## src/rtl/pipe_ctrl_if.sv

```systemverilog
// pipe_ctrl_if: stage requests and controller outputs; counters present only with PIPE_CTRL_PERF_EN.
interface pipe_ctrl_if;
  logic        if_stall_req;
  logic        id_stall_req;
  logic        ex_stall_req;
  logic        mem_stall_req;
  logic        ex_b_flag;
  logic [31:0] ex_b_target;
  logic [5:0]  stall;
  logic        flush;
  logic        pc_redirect;
  logic [31:0] pc_redirect_addr;
`ifdef PIPE_CTRL_PERF_EN
  logic [31:0] stall_cycles;
  logic [31:0] flush_count;
  modport master (
    output if_stall_req, id_stall_req, ex_stall_req, mem_stall_req, ex_b_flag, ex_b_target,
    input  stall, flush, pc_redirect, pc_redirect_addr, stall_cycles, flush_count
  );
  modport slave (
    input  if_stall_req, id_stall_req, ex_stall_req, mem_stall_req, ex_b_flag, ex_b_target,
    output stall, flush, pc_redirect, pc_redirect_addr, stall_cycles, flush_count
  );
`else
  modport master (
    output if_stall_req, id_stall_req, ex_stall_req, mem_stall_req, ex_b_flag, ex_b_target,
    input  stall, flush, pc_redirect, pc_redirect_addr
  );
  modport slave (
    input  if_stall_req, id_stall_req, ex_stall_req, mem_stall_req, ex_b_flag, ex_b_target,
    output stall, flush, pc_redirect, pc_redirect_addr
  );
`endif
endinterface

```

## src/rtl/pipe_ctrl.sv

```systemverilog
// pipe_ctrl: pipeline stall priority, branch flush and PC redirect control.
// Define PIPE_CTRL_PERF_EN to add the stall_cycles / flush_count counters.
module pipe_ctrl (
  input logic        clk,
  input logic        rst,
  pipe_ctrl_if.slave p
);
  localparam logic [0:0] IDLE = 1'b0;
  localparam logic [0:0] PEND = 1'b1;
  logic [0:0]  state;
  logic [31:0] tgt_q;
  logic [5:0]  stall_raw;
  logic        accept;
  logic        pend;
  logic        redirect;
  always_comb begin
    stall_raw = p.mem_stall_req ? 6'b011111 :
                p.ex_stall_req  ? 6'b001111 :
                p.id_stall_req  ? 6'b000111 :
                p.if_stall_req  ? 6'b000011 : 6'b000000;
    accept    = !rst && state == IDLE && p.ex_b_flag && !stall_raw[3];
    pend      = !rst && state == PEND;
    redirect  = (accept || pend) && !p.if_stall_req;
  end
  assign p.stall            = rst ? 6'b0 : stall_raw;
  assign p.flush            = accept || pend;
  assign p.pc_redirect      = redirect;
  assign p.pc_redirect_addr = !redirect ? 32'h0 : pend ? tgt_q : p.ex_b_target;
  // A branch taken while IF is busy parks its target until IF can accept the redirect.
  always_ff @(posedge clk or posedge rst)
    if (rst) begin
      state <= IDLE;
      tgt_q <= 32'h0;
    end else if (accept && p.if_stall_req) begin
      state <= PEND;
      tgt_q <= p.ex_b_target;
    end else if (pend && !p.if_stall_req)
      state <= IDLE;
`ifdef PIPE_CTRL_PERF_EN
  logic [31:0] stall_cnt;
  logic [31:0] flush_cnt;
  always_ff @(posedge clk or posedge rst)
    if (rst) begin
      stall_cnt <= 32'h0;
      flush_cnt <= 32'h0;
    end else begin
      if (|p.stall) stall_cnt <= stall_cnt + 32'h1;
      if (accept) flush_cnt <= flush_cnt + 32'h1;
    end
  assign p.stall_cycles = stall_cnt;
  assign p.flush_count  = flush_cnt;
`endif
endmodule

```

## src/flat_wrapper.sv

```systemverilog
// flat-port wrapper written by rule: the top's interface ports become plain ports
module pipe_ctrl_flat 
  (clk, rst, p_if_stall_req, p_id_stall_req, p_ex_stall_req, p_mem_stall_req, p_ex_b_flag, p_ex_b_target, p_stall, p_flush, p_pc_redirect, p_pc_redirect_addr);
  pipe_ctrl_if p_i ();
  input logic clk;
  input logic rst;
  input wire logic [$bits(p_i.if_stall_req)-1:0] p_if_stall_req;
  input wire logic [$bits(p_i.id_stall_req)-1:0] p_id_stall_req;
  input wire logic [$bits(p_i.ex_stall_req)-1:0] p_ex_stall_req;
  input wire logic [$bits(p_i.mem_stall_req)-1:0] p_mem_stall_req;
  input wire logic [$bits(p_i.ex_b_flag)-1:0] p_ex_b_flag;
  input wire logic [$bits(p_i.ex_b_target)-1:0] p_ex_b_target;
  output wire logic [$bits(p_i.stall)-1:0] p_stall;
  output wire logic [$bits(p_i.flush)-1:0] p_flush;
  output wire logic [$bits(p_i.pc_redirect)-1:0] p_pc_redirect;
  output wire logic [$bits(p_i.pc_redirect_addr)-1:0] p_pc_redirect_addr;
  assign p_i.if_stall_req = p_if_stall_req;
  assign p_i.id_stall_req = p_id_stall_req;
  assign p_i.ex_stall_req = p_ex_stall_req;
  assign p_i.mem_stall_req = p_mem_stall_req;
  assign p_i.ex_b_flag = p_ex_b_flag;
  assign p_i.ex_b_target = p_ex_b_target;
  assign p_stall = p_i.stall;
  assign p_flush = p_i.flush;
  assign p_pc_redirect = p_i.pc_redirect;
  assign p_pc_redirect_addr = p_i.pc_redirect_addr;
  pipe_ctrl u_core (.clk(clk), .rst(rst), .p(p_i));
endmodule
```

## config.mk

```make
export PLATFORM = sky130hd
export DESIGN_NAME = pipe_ctrl_flat
export DESIGN_NICKNAME = d
export VERILOG_FILES = /design/src/rtl/pipe_ctrl_if.sv /design/src/rtl/pipe_ctrl.sv /design/src/flat_wrapper.sv
export SDC_FILE = /design/constraint.sdc
export NUM_CORES = 1
export LEC_CHECK = 0
export BUFFER_PORTS_ARGS = -buffer_cell sky130_fd_sc_hd__buf_2
export CORE_UTILIZATION = 43
export CTS_CLUSTER_DIAMETER = 30
export DETAILED_ROUTE_END_ITERATION = 16
export PLACE_DENSITY = 0.76
export SYNTH_ARGS = -nofsm -noshare
export SYNTH_HDL_FRONTEND = slang
export SYNTH_SLANG_ARGS = --single-unit
```

## constraint.sdc

```tcl
create_clock -name clk -period 1.3 [get_ports clk]
set_input_delay 0.065 -clock clk [delete_from_list [all_inputs] [get_ports clk]]
set_output_delay 0.065 -clock clk [all_outputs]
set_load 0.01 [all_outputs]
```

; Word-level counts from Yosys, hierarchy flattened
; Cells that the tools add are included.
[op_classes]
n_addsub = 0
n_mul = 0
div_mod_pow = 0
n_lt_le_gt_ge = 0
n_eq_ne = 0
n_shift = 0
mux = 9
n_bitwise = 1
reduce_logical = 12
[ops]
columns = op, n
row1 = $mux 32, 2
row2 = $mux 6, 4
row3 = $logic_and 1x1->1, 7
row4 = $logic_not 1->1, 3
row5 = $mux 1, 2
row6 = $mux 2, 1
row7 = $reduce_bool 2->1, 1
row8 = $logic_or 1x1->1, 1
row9 = $not 1->1, 1
[word_totals]
register_bits = 33
latch_bits = 0
ram_bits = 0
rom_bits = 0
input_bits = 39
out_inout_bits = 40
wordCells = 24
n_memories = 0

; Logic depth before layout (Yosys ltp)
[depth]
ltp_word = 9
ltp_mapped = 6
ltp_nobuf = 3

; Worst setup path after synthesis
; No wires, ideal clock.
[synth_path]
kind = input to register
start = in rst
end = reg u_core.tgt_q[10]
setup_ns = 0.125
arrival_ns = 1.731
required_ns = 1.175
slack_ns = -0.556
stages = 5
path_buffers = 2
cell_sequence = buf_2 > inv_1 > nand4_4 > buf_6 > mux2_4
[synth_between]
elab_chain_len = 5
[synth_lines]
columns = element, line_no
row1 = from (decl), flat_wrapper.sv:6  ; input logic rst;
row2 = $logic_not 1->1, pipe_ctrl.sv:21  ; accept = !rst && state == IDLE && p.ex_b_flag && !stall_raw[3];
row3 = $logic_and 1x1->1 (3 in a row), pipe_ctrl.sv:21
row4 = $logic_and 1x1->1, pipe_ctrl.sv:34  ; end else if (accept && p.if_stall_req) begin
row5 = to (signal assigned), pipe_ctrl.sv:36  ; tgt_q <= p.ex_b_target;
row6 = to (decl), pipe_ctrl.sv:11  ; logic [31:0] tgt_q;
; Every way passes these cells.
; A chain may end at the register's enable or synchronous reset.

; Final worst setup path
[layout_path]
start = reg u_core.state
end = out p_pc_redirect_addr[31]
[layout_between]
elab_chain_len = 7
word_cells_on_any_way = 9
cone_classes = mux: 2 / bitwise: 1 / reduce/logical: 6
[layout_lines]
columns = element, line_no
row1 = from (decl), pipe_ctrl.sv:10  ; logic [0:0] state;
row2 = from (signal assigned), pipe_ctrl.sv:32  ; state <= IDLE;
row3 = from (signal assigned), pipe_ctrl.sv:35  ; state <= PEND;
row4 = from (signal assigned), pipe_ctrl.sv:38  ; state <= IDLE;
row5 = $not 1->1, pipe_ctrl.sv:21
row6 = $logic_and 1x1->1 (3 in a row), pipe_ctrl.sv:21
row7 = $logic_or 1x1->1, pipe_ctrl.sv:23  ; redirect = (accept || pend) && !p.if_stall_req;
row8 = $logic_and 1x1->1, pipe_ctrl.sv:23
row9 = $mux 32 (*), pipe_ctrl.sv:28  ; assign p.pc_redirect_addr = !redirect ? 32'h0 : pend ? tgt_q : p.ex_b_target;
row10 = to (decl), flat_wrapper.sv:16  ; output wire logic [$bits(p_i.pc_redirect_addr)-1:0] p_pc_redirect_addr;
; Mark *: on every way between the ends. The rest lies on a longest branch, timed or not.

==> results.json <==
{
  "cts_tree": "done",
  "dpl_cell_area_mm2": 0.00240,
  "rrSetupSlack_ps": 0,
  "num_vias": 1570,
  "critical-path-top-delay-family": "buffers and inverters",
  "critPathKind": "flip-flop to output port",
  "layout-drive-gt1-share": 0.478,
  "slowest_stage": "dfrtp_1",
  "drtIter0Drc": 69,
  "cts_buffer_depth": 2,
  "yosysUniqueCellTypes": 19,
  "stdcell_area_mm2": 0.00251,
  "layout.nets": 315,
  "p_leak_nw": 1.41,
  "n_fill_cell": 352,
  "p_per_area_mw_per_mm2": 1140,
  "io_buffer_count": 77,
  "clkTransAtPathRegs_ps": 60,
  "fin_crit_ps": 1460,
  "whs_ps": 30.4,
  "worstPathMaxFanout": 16,
  "area_delta_synth_final_pct": 31.8,
  "die_area_mm2": 0.00471,
  "cp-end-kind": "output port",
  "synth_top_area_share": 0.433,
  "ant_nets": 0,
  "hp-class": "primary input to async pin",
  "initial_utilization": 0.464,
  "clock_latency_ps": 270,
  "setup_viol": 33,
  "hold_buffers": 0,
  "crit_chain": "buf_4 > o21ai_4 > buf_6 > a21oi_1 > buf_2",
  "timing.fmax_mhz": 685,
  "hpwl_um": 2840,
  "antenna_found_initial": 0,
  "drt_wl_total_um": 3940,
  "syn_area_mm2": 0.00191,
  "wl_per_cell_um": 12.1,
  "rsz0062_at_grt": "true",
  "finalMaxSlewViolations": 0,
  "finalWorstSetupSlack_ps": -159,
  "io_pins": 79,
  "finalHoldViolations": 0,
  "num_antenna_cells": 0,
  "ir_drop_mv": 0.734,
  "yosys-top-cells-area": "dfrtp_1, mux2_4, nand2_1, a21oi_1, buf_6",
  "cts_max_level": 2,
  "root_buffer": "clkbuf_8",
  "critical_path_required_ps": 1240,
  "die_w_um": 68.6,
  "viasPerCell": 4.82,
  "cts_num_sinks": 33,
  "cpPeakStageDelay_ps": 400,
  "core_area_mm2": 0.00412,
  "cts_inserted_buffers": 5,
  "ys_seq_area_frac": 0.433,
  "yosysTopAreaCell": "dfrtp_1",
  "p_total_mw": 2.86,
  "syn_inst": 197,
  "startpoint_type": "flip-flop",
  "syn_avg_cell_area_um2": 9.69,
  "synth_nets": 236,
  "cp.arrival_ps": 1390,
  "drc": 0,
  "post-route-period-util": 1.12,
  "grt_pass1_vias": 1386,
  "ys_ff_latch": 33,
  "max-cap-violations": 0,
  "grt_usage": 0.175,
  "fp.dieH_um": 68.6,
  "grt_max_degree": 34,
  "crit_buf_inv": 3,
  "grt_pass1_wl_um": 6050,
  "gp_congestion": 0.731,
  "yosys_warnings": 0,
  "rows": 23,
  "violations": "setup timing",
  "overflow": 0,
  "first_pass_iters": 4,
  "status": "finished, violations left",
  "finClkSkew_ps": 3.67
}
[layer usage]
layer  vias up  GRT usage  part of all wire
met4         0     0.0599            0.0079
met5         -          0                 0
met2        47      0.282              0.46
met1       718      0.231              0.48
met3         4     0.0362             0.046
li1        801          -                 -
[placed cells by master (no fill, tap or decap), drive strengths merged]
cell | Yosys | layout
a21oi | 34 | 34
o21ai | 1 | 1
nor2 | 6 | 6
nor3b | 1 | 1
nor3 | 1 | 1
dfrtp | 33 | 33
nor2b | 2 | 2
buf | 9 | 88
nand4 | 1 | 1
conb | 1 | 1
clkinvlp | 0 | 1
clkbuf | 7 | 7
nand2 | 64 | 64
mux2 | 32 | 32
inv | 4 | 3
nand2b | 1 | 1
[state kept, by name, summed over array words and instances, names as in the netlist]
signal        cells
u_core.state      1
u_core.tgt_q     32
[logic make-up (layout without fill, tap and decap cells)]
| family | after synthesis | count (layout) | share of synthesized area |
|---|---|---|---|
| other cells | 1 | 1 | 0.00197 |
| compound gates | 35 | 35 | 0.0918 |
| mux | 32 | 32 | 0.246 |
| simple gates | 76 | 76 | 0.171 |
| flops | 33 | 33 | 0.433 |
| buf+inv | 20 | 99 | 0.0564 |
[cell type report]
cell class	instances	area, µm²	share of cell area
Multi-Input combinational cell	144	997	0.397
Sequential cell	33	826	0.328
Timing Repair Buffer	88	524	0.208
Clock buffer	7	86.3	0.0343
Tap cell	50	62.6	0.0249
Inverter	4	18.8	0.00746
[Yosys cell counts, drive strengths merged]
| library cell | instances |
|---|---|
| a21oi | 34 |
| buf | 9 |
| clkbuf | 7 |
| conb | 1 |
| dfrtp | 33 |
| inv | 4 |
| mux2 | 32 |
| nand2 | 64 |
| nand2b | 1 |
| nand4 | 1 |
| nor2 | 6 |
| nor2b | 2 |
| nor3 | 1 |
| nor3b | 1 |
| o21ai | 1 |
[worst register-to-register path, stage by stage, from the launching register on]
cell     delay [ps]
dfrtp_1         400
inv_1           130
nand4_4         130
buf_12          200
mux2_4          320
[where the power goes]
group | internal, mW | total (mW) | switching [mW]
sequential | 1.29 | 1.43 | 0.147
combinational | 0.442 | 0.673 | 0.231
clock | 0.420 | 0.756 | 0.336
[timing repair]
action / in CTS / in global routing
pin swaps: 0 / 1
gates resized for setup: 5 / 2
endpoints found under the setup margin: 34 / 62
buffers inserted: 0 / 0
[metrics by stage]
stage | setup slack (ps) | std cells | setup TNS [ps] | util
2_1_floorplan | -277 | 197 | -8510 | -
3_3_place_gp | 37.9 | 319 | 0 | 0.583
3_5_place_dp | 5.23 | 319 | 0 | 0.583
4_1_cts | -187 | 326 | -5180 | 0.609
5_1_grt | -261 | 326 | -8480 | 0.611
6_report | -159 | 326 | -4440 | 0.611
[final timing paths]
check,depth (start not counted),endpoint,startpoint
worst max-delay path,5,p_pc_redirect_addr[31],u_core.state$_DFFE_PP0P_
worst min-delay path,3,u_core.state$_DFFE_PP0P_,rst
worst max register to register,4,u_core.tgt_q[20]$_DFFE_PP0P_,u_core.state$_DFFE_PP0P_
worst min register to register,1,u_core.tgt_q[20]$_DFFE_PP0P_,u_core.tgt_q[20]$_DFFE_PP0P_
max in group asynchronous,3,u_core.tgt_q[2]$_DFFE_PP0P_,rst
min in group clk,2,u_core.tgt_q[3]$_DFFE_PP0P_,p_ex_b_target[3]
Note: power is estimated with default switching activity, not from simulation.
